[config.mk]
export PLATFORM = sky130hd
export DESIGN_NAME = counter_sequencer_flat
export DESIGN_NICKNAME = d
export VERILOG_FILES = /design/src/rtl/counter_sequencer_if.sv /design/src/rtl/counter_sequencer.sv /design/src/flat_wrapper.sv
export SDC_FILE = /design/constraint.sdc
export NUM_CORES = 1
export LEC_CHECK = 0
export CAP_MARGIN = 20
export CORE_MARGIN = 1.5
export CORE_UTILIZATION = 45
export CTS_BUF_LIST = sky130_fd_sc_hd__clkbuf_4 sky130_fd_sc_hd__clkbuf_8
export CTS_CLUSTER_SIZE = 8
export DETAILED_ROUTE_END_ITERATION = 6
export DONT_BUFFER_PORTS = 1
export GPL_ROUTABILITY_DRIVEN = 1
export SYNTH_ARGS = -nofsm -noshare
export SYNTH_HDL_FRONTEND = slang
export SYNTH_SLANG_ARGS = --single-unit
export TNS_END_PERCENT = 1
[constraint.sdc]
create_clock -name clk_i -period 5.1 [get_ports clk_i]
set_clock_uncertainty 0.2 [all_clocks]
set_input_delay 1.02 -clock clk_i [delete_from_list [all_inputs] [get_ports clk_i]]
set_output_delay 1.02 -clock clk_i [all_outputs]
set_load 0.01 [all_outputs]
[src/rtl/counter_sequencer_if.sv]
// counter_sequencer_if
//   Groups the control inputs and status outputs of counter_sequencer.
//   master: board-level control side (drives start/stop/config, observes status).
//   slave : the sequencer itself.
//   Signals:
//     start, stop     start / abort requests
//     mode[1:0]       sequence select
//     lo, hi          lower / upper bound (WIDTH bits)
//     div             step period minus one (DIV_W bits)
//     count           current count value
//     dir             0 = up, 1 = down
//     busy            sequence in progress
//     tick, wrap      one-cycle pulses per step / per wrap or reversal
//     done, err       one-cycle pulses on one-shot completion / rejected start
interface counter_sequencer_if #(
    parameter int unsigned WIDTH = 4,
    parameter int unsigned DIV_W = 8
);
    logic             start;
    logic             stop;
    logic [1:0]       mode;
    logic [WIDTH-1:0] lo;
    logic [WIDTH-1:0] hi;
    logic [DIV_W-1:0] div;
    logic [WIDTH-1:0] count;
    logic             dir;
    logic             busy;
    logic             tick;
    logic             wrap;
    logic             done;
    logic             err;

    modport master (
        output start, stop, mode, lo, hi, div,
        input  count, dir, busy, tick, wrap, done, err
    );

    modport slave (
        input  start, stop, mode, lo, hi, div,
        output count, dir, busy, tick, wrap, done, err
    );
endinterface

[src/rtl/counter_sequencer.sv]
// counter_sequencer
//   Up/down counter sequencer with an internal prescaler. Runs one of four
//   count sequences between latched bounds LO and HI and reports progress
//   through busy/tick/wrap/done; err flags a start with LO > HI.
//   Ports:
//     clk_i  system clock, all state updates on posedge
//     rst_i  asynchronous reset, active-high
//     bus    counter_sequencer_if.slave (control inputs, status outputs)
module counter_sequencer #(
    parameter int unsigned WIDTH = 4,
    parameter int unsigned DIV_W = 8
) (
    input logic                 clk_i,
    input logic                 rst_i,
    counter_sequencer_if.slave  bus
);

    typedef enum logic {
        S_IDLE,
        S_RUN
    } state_t;

    typedef enum logic [1:0] {
        M_UP_ONESHOT   = 2'b00,
        M_DOWN_ONESHOT = 2'b01,
        M_UP_WRAP      = 2'b10,
        M_PING_PONG    = 2'b11
    } mode_t;

    state_t           state_q, state_d;
    mode_t            mode_q, mode_d;
    logic [WIDTH-1:0] lo_q, lo_d;
    logic [WIDTH-1:0] hi_q, hi_d;
    logic [DIV_W-1:0] div_q, div_d;
    logic [DIV_W-1:0] presc_q, presc_d;
    logic [WIDTH-1:0] count_q, count_d;
    logic             dir_q, dir_d;
    logic             tick_q, tick_d;
    logic             wrap_q, wrap_d;
    logic             done_q, done_d;
    logic             err_q, err_d;

    logic [WIDTH-1:0] inc;
    logic [WIDTH-1:0] dec;
    logic             oneshot;

    assign inc     = count_q + WIDTH'(1);
    assign dec     = count_q - WIDTH'(1);
    assign oneshot = (mode_q == M_UP_ONESHOT) || (mode_q == M_DOWN_ONESHOT);

    always_ff @(posedge clk_i or posedge rst_i) begin
        if (rst_i) begin
            state_q <= S_IDLE;
            mode_q  <= M_UP_ONESHOT;
            lo_q    <= '0;
            hi_q    <= '0;
            div_q   <= '0;
            presc_q <= '0;
            count_q <= '0;
            dir_q   <= 1'b0;
            tick_q  <= 1'b0;
            wrap_q  <= 1'b0;
            done_q  <= 1'b0;
            err_q   <= 1'b0;
        end else begin
            state_q <= state_d;
            mode_q  <= mode_d;
            lo_q    <= lo_d;
            hi_q    <= hi_d;
            div_q   <= div_d;
            presc_q <= presc_d;
            count_q <= count_d;
            dir_q   <= dir_d;
            tick_q  <= tick_d;
            wrap_q  <= wrap_d;
            done_q  <= done_d;
            err_q   <= err_d;
        end
    end

    always_comb begin
        state_d = state_q;
        mode_d  = mode_q;
        lo_d    = lo_q;
        hi_d    = hi_q;
        div_d   = div_q;
        presc_d = presc_q;
        count_d = count_q;
        dir_d   = dir_q;
        tick_d  = 1'b0;
        wrap_d  = 1'b0;
        done_d  = 1'b0;
        err_d   = 1'b0;

        case (state_q)
            S_IDLE: begin
                // stop overrides start: neither accepted nor reported as error
                if (bus.start && !bus.stop) begin
                    if (bus.lo <= bus.hi) begin
                        state_d = S_RUN;
                        mode_d  = mode_t'(bus.mode);
                        lo_d    = bus.lo;
                        hi_d    = bus.hi;
                        div_d   = bus.div;
                        presc_d = '0;
                        if (mode_t'(bus.mode) == M_DOWN_ONESHOT) begin
                            count_d = bus.hi;
                            dir_d   = 1'b1;
                        end else begin
                            count_d = bus.lo;
                            dir_d   = 1'b0;
                        end
                    end else begin
                        err_d = 1'b1;
                    end
                end
            end

            S_RUN: begin
                if (bus.stop) begin
                    state_d = S_IDLE;
                    presc_d = '0;
                end else if (oneshot && (lo_q == hi_q)) begin
                    // degenerate one-shot: already at the target, finish without a step
                    state_d = S_IDLE;
                    presc_d = '0;
                    done_d  = 1'b1;
                end else if (presc_q == div_q) begin
                    presc_d = '0;
                    tick_d  = 1'b1;
                    case (mode_q)
                        M_UP_ONESHOT: begin
                            count_d = inc;
                            if (inc == hi_q) begin
                                done_d  = 1'b1;
                                state_d = S_IDLE;
                            end
                        end
                        M_DOWN_ONESHOT: begin
                            count_d = dec;
                            if (dec == lo_q) begin
                                done_d  = 1'b1;
                                state_d = S_IDLE;
                            end
                        end
                        M_UP_WRAP: begin
                            if (count_q == hi_q) begin
                                count_d = lo_q;
                                wrap_d  = 1'b1;
                            end else begin
                                count_d = inc;
                            end
                        end
                        M_PING_PONG: begin
                            if (lo_q == hi_q) begin
                                wrap_d = 1'b1;
                            end else if (!dir_q) begin
                                count_d = inc;
                                if (inc == hi_q) begin
                                    dir_d  = 1'b1;
                                    wrap_d = 1'b1;
                                end
                            end else begin
                                count_d = dec;
                                if (dec == lo_q) begin
                                    dir_d  = 1'b0;
                                    wrap_d = 1'b1;
                                end
                            end
                        end
                        default: ;
                    endcase
                end else begin
                    presc_d = presc_q + DIV_W'(1);
                end
            end

            default: state_d = S_IDLE;
        endcase
    end

    assign bus.count = count_q;
    assign bus.dir   = dir_q;
    assign bus.busy  = (state_q == S_RUN);
    assign bus.tick  = tick_q;
    assign bus.wrap  = wrap_q;
    assign bus.done  = done_q;
    assign bus.err   = err_q;

endmodule

[src/flat_wrapper.sv]
// flat-port wrapper written by rule: the top's interface ports become plain ports
module counter_sequencer_flat 
#(
    parameter int unsigned WIDTH = 4,
    parameter int unsigned DIV_W = 8
)
  (clk_i, rst_i, bus_start, bus_stop, bus_mode, bus_lo, bus_hi, bus_div, bus_count, bus_dir, bus_busy, bus_tick, bus_wrap, bus_done, bus_err);
  counter_sequencer_if #(.WIDTH(WIDTH), .DIV_W(DIV_W)) bus_i ();
  input logic clk_i;
  input logic rst_i;
  input wire logic [$bits(bus_i.start)-1:0] bus_start;
  input wire logic [$bits(bus_i.stop)-1:0] bus_stop;
  input wire logic [$bits(bus_i.mode)-1:0] bus_mode;
  input wire logic [$bits(bus_i.lo)-1:0] bus_lo;
  input wire logic [$bits(bus_i.hi)-1:0] bus_hi;
  input wire logic [$bits(bus_i.div)-1:0] bus_div;
  output wire logic [$bits(bus_i.count)-1:0] bus_count;
  output wire logic [$bits(bus_i.dir)-1:0] bus_dir;
  output wire logic [$bits(bus_i.busy)-1:0] bus_busy;
  output wire logic [$bits(bus_i.tick)-1:0] bus_tick;
  output wire logic [$bits(bus_i.wrap)-1:0] bus_wrap;
  output wire logic [$bits(bus_i.done)-1:0] bus_done;
  output wire logic [$bits(bus_i.err)-1:0] bus_err;
  assign bus_i.start = bus_start;
  assign bus_i.stop = bus_stop;
  assign bus_i.mode = bus_mode;
  assign bus_i.lo = bus_lo;
  assign bus_i.hi = bus_hi;
  assign bus_i.div = bus_div;
  assign bus_count = bus_i.count;
  assign bus_dir = bus_i.dir;
  assign bus_busy = bus_i.busy;
  assign bus_tick = bus_i.tick;
  assign bus_wrap = bus_i.wrap;
  assign bus_done = bus_i.done;
  assign bus_err = bus_i.err;
  counter_sequencer #(.WIDTH(WIDTH), .DIV_W(DIV_W)) u_core (.clk_i(clk_i), .rst_i(rst_i), .bus(bus_i));
endmodule
==> results.ini <==
[critical_path]
cp_slowest_cell=a2111oi_2
worstPathMaxFanout=4
required_ns=5.08
end_kind=register
worstSetupStartpointType=primary input
critPathKind=in -> reg
critPathArrivalTime_ns=2.82
critPathTopFamily=compound AO/OA/AOI/OAI gates
cp_cell_sequence=inv_1 -> ha_1 -> a21o_1 -> a2111oi_2 -> o22ai_2 -> nor2_1 -> mux2_2
cpPeakStageDelay_ns=0.45
cp_num_buf_inv=1

[floorplanning]
die_w_um=75.3
fp.dieH_um=75.3
io_pins=32
num_rows=26
die_area_sq_um=5680
core_area_sq_um=5070
start_util_pct=46.4

[synthesis]
async_flop_share_pct=100
ys_warn_count=0
yosys.area.top_type=dfrtp_1
synth_commonest_cells=dfrtp_1 (36), mux2_2 (21), xor2_1 (16)
yosysMostFrequentCell=dfrtp_1
synth_seq_cells=36
synthCells=220
ys.flop_type=dfrtp_1
synth_enable_flop_cells=0
ys_seq_area_share_pct=38.3
syn_avg_cell_area_sq_um=10.7
netlist_top_cells_area=dfrtp_1 (38%), mux2_2 (10%), xor2_1 (6.0%)
synth_top_area_share_pct=38.3
ys_types=54
synth_area_sq_um=2350
syn_nets=249

[global_route]
overflow=0
grt_max_degree=37
grt_first_pass_wirelength_um=8200
grt_pass1_vias=1596
grt_most_used_layer=met1
gr-usage-met2_pct=28.5
use_met3_pct=5.16
grt_util_met1_pct=29.1
grtUsageTotal_pct=19.6
antenna_found_initial=0

[place]
io_buffer_count=0
dpl_cell_area_sq_um=2420
gp_congestion=0.773
placed_cells=284
place_hpwl_um=3700
place_ws_ns=1.96

[timing]
worstMarginPinSlew_ns=0.629
finalSetupViolations=0
maxSlewHeadroom_pct=57.7
hold_viol_final=0
rsz0062_at_grt=false
holdWs_ns=0.324
max_freq_mhz=352
setup_ws_ns=2.26
timing.final.max_slew_violations=0
fin_setup_tns_ns=0
fin_crit_sh_pct=55.7
min_period_ns=2.84

[run_status]
outcome=finished clean

[drt]
drt_iter0_markers=139
post-route-drc-count=0
first_pass_iters=4
routed_wl_um=4950
routedWlPerCell_um=16.9
ant_nets=0
via_count=1681
via_per_inst=5.76

[power]
vdd_drop_max_mv=0.223
power.leakage_nw=1.11
p_per_area_nw_per_um2=613

[clock_tree]
clockBufferDepth=2
cts_tree=built
post_cts_resized=0
htree_levels=2
root_buffer=clkbuf_8
worstSkewPairLatency_ns=0.29
cts_sinks=36
numCtsBuffers=5
holdBufCountCts=0
clk_pin_slew_ns=0.08
cts_setup_buffers=0

[hold_path]
hold_class=reg -> reg

[job]
drv_cap=0

[layout]
syn2layout_area_growth_pct=7.55
drive_gt1_share_pct=19.4
final_cells=292
fillCellCount=490
antenna_cells=0
nets=250
fin_area_sq_um=2530

==> power breakdown <==
group          total [mW]  switching [mW]  internal, mW
Clock               0.252           0.101         0.150
Combinational       0.718           0.364         0.355
Sequential          0.583           0.190         0.393
==> worst paths after layout <==
path | startpoint | to | slack [ns] | depth (start not counted)
setup / recovery | bus_hi[2] | u_core.bus.count[1]$_DFFE_PP0P_ | 2.26 | 7
hold / removal | u_core.div_q[2]$_DFFE_PP0P_ | u_core.div_q[2]$_DFFE_PP0P_ | 0.32 | 1
setup reg to reg | u_core.bus.count[0]$_DFFE_PP0P_ | u_core.bus.dir$_DFFE_PP0P_ | 2.62 | 7
hold reg to reg | u_core.div_q[2]$_DFFE_PP0P_ | u_core.div_q[2]$_DFFE_PP0P_ | 0.32 | 1
max in group asynchronous | rst_i | u_core.presc_q[1]$_DFFE_PP0P_ | 3.86 | 2
min in group asynchronous | rst_i | u_core.hi_q[3]$_DFFE_PP0P_ | 0.52 | 2
==> state kept, by name, summed over array words and instances, names as in the netlist, 2 cells and up <==
register,flops
u_core.bus.count,4
u_core.mode_q,2
u_core.presc_q,8
u_core.hi_q,4
u_core.lo_q,4
u_core.div_q,8
==> per-layer routing <==
layer | up-vias | wire length [um] | part of all wire, %
met5 | - | 0 | 0
li1 | 821 | - | -
met4 | 0 | 37 | 0.75
met2 | 31 | 2170 | 44
met3 | 6 | 217 | 4.4
met1 | 823 | 2520 | 51
==> layout make-up <==
type	count	area (sq um)	share of cell area, %
Timing Repair Buffer	2	15.0	0.593
Sequential cell	36	901	35.6
Tap cell	70	87.6	3.46
Multi-Input combinational cell	165	1380	54.3
Clock inverter	2	35.0	1.38
Clock buffer	6	76.3	3.01
Inverter	11	41.3	1.63
==> placed cells by master (no fill, tap or decap), types with 2 or more instances in the layout <==
master and n:
a31oi_1 6, o21ai_0 5, and2_1 2, ha_1 7, mux2i_1 2, nor4_4 2
inv_1 11, o211a_1 2, nor2_1 11, nand2b_1 7, and3_1 2, nor3_1 7
dfrtp_1 36, xor2_1 16, o211ai_1 4, buf_4 2, clkbuf_8 5, xnor2_1 9
mux2_2 21, o32a_1 2, a211o_1 2, a22o_1 4, nand2_1 8, a21oi_1 7
o2111ai_1 2, a21o_1 2, a211oi_1 3, nand3_1 3, or4_1 2, a2111oi_0 2
xnor3_1 2, nand4bb_1 2
==> cells by family (layout without fill, tap and decap cells) <==
kind of cell	Yosys count	after routing	synth area share, %
AND/OR/NAND/NOR	57	57	15.7
AO/OA/AOI/OAI	50	50	16.3
flip-flops	36	36	38.3
XOR/XNOR	28	28	11.9
multiplexers	23	23	10.9
buffers and inverters	19	21	3.29
adder cells (fa/ha/maj)	7	7	3.72
==> metrics by stage <==
| stage | util [%] | power, mW |
|---|---|---|
| after global placement | 47.7 | 1.29 |
| after floorplan | - | 1.15 |
| after global routing | 49.9 | 1.68 |
| after CTS | 49.9 | 1.56 |
| final | 49.9 | 1.55 |
| after detailed placement | 47.7 | 1.30 |
Note: power is estimated with default switching activity, not from simulation.
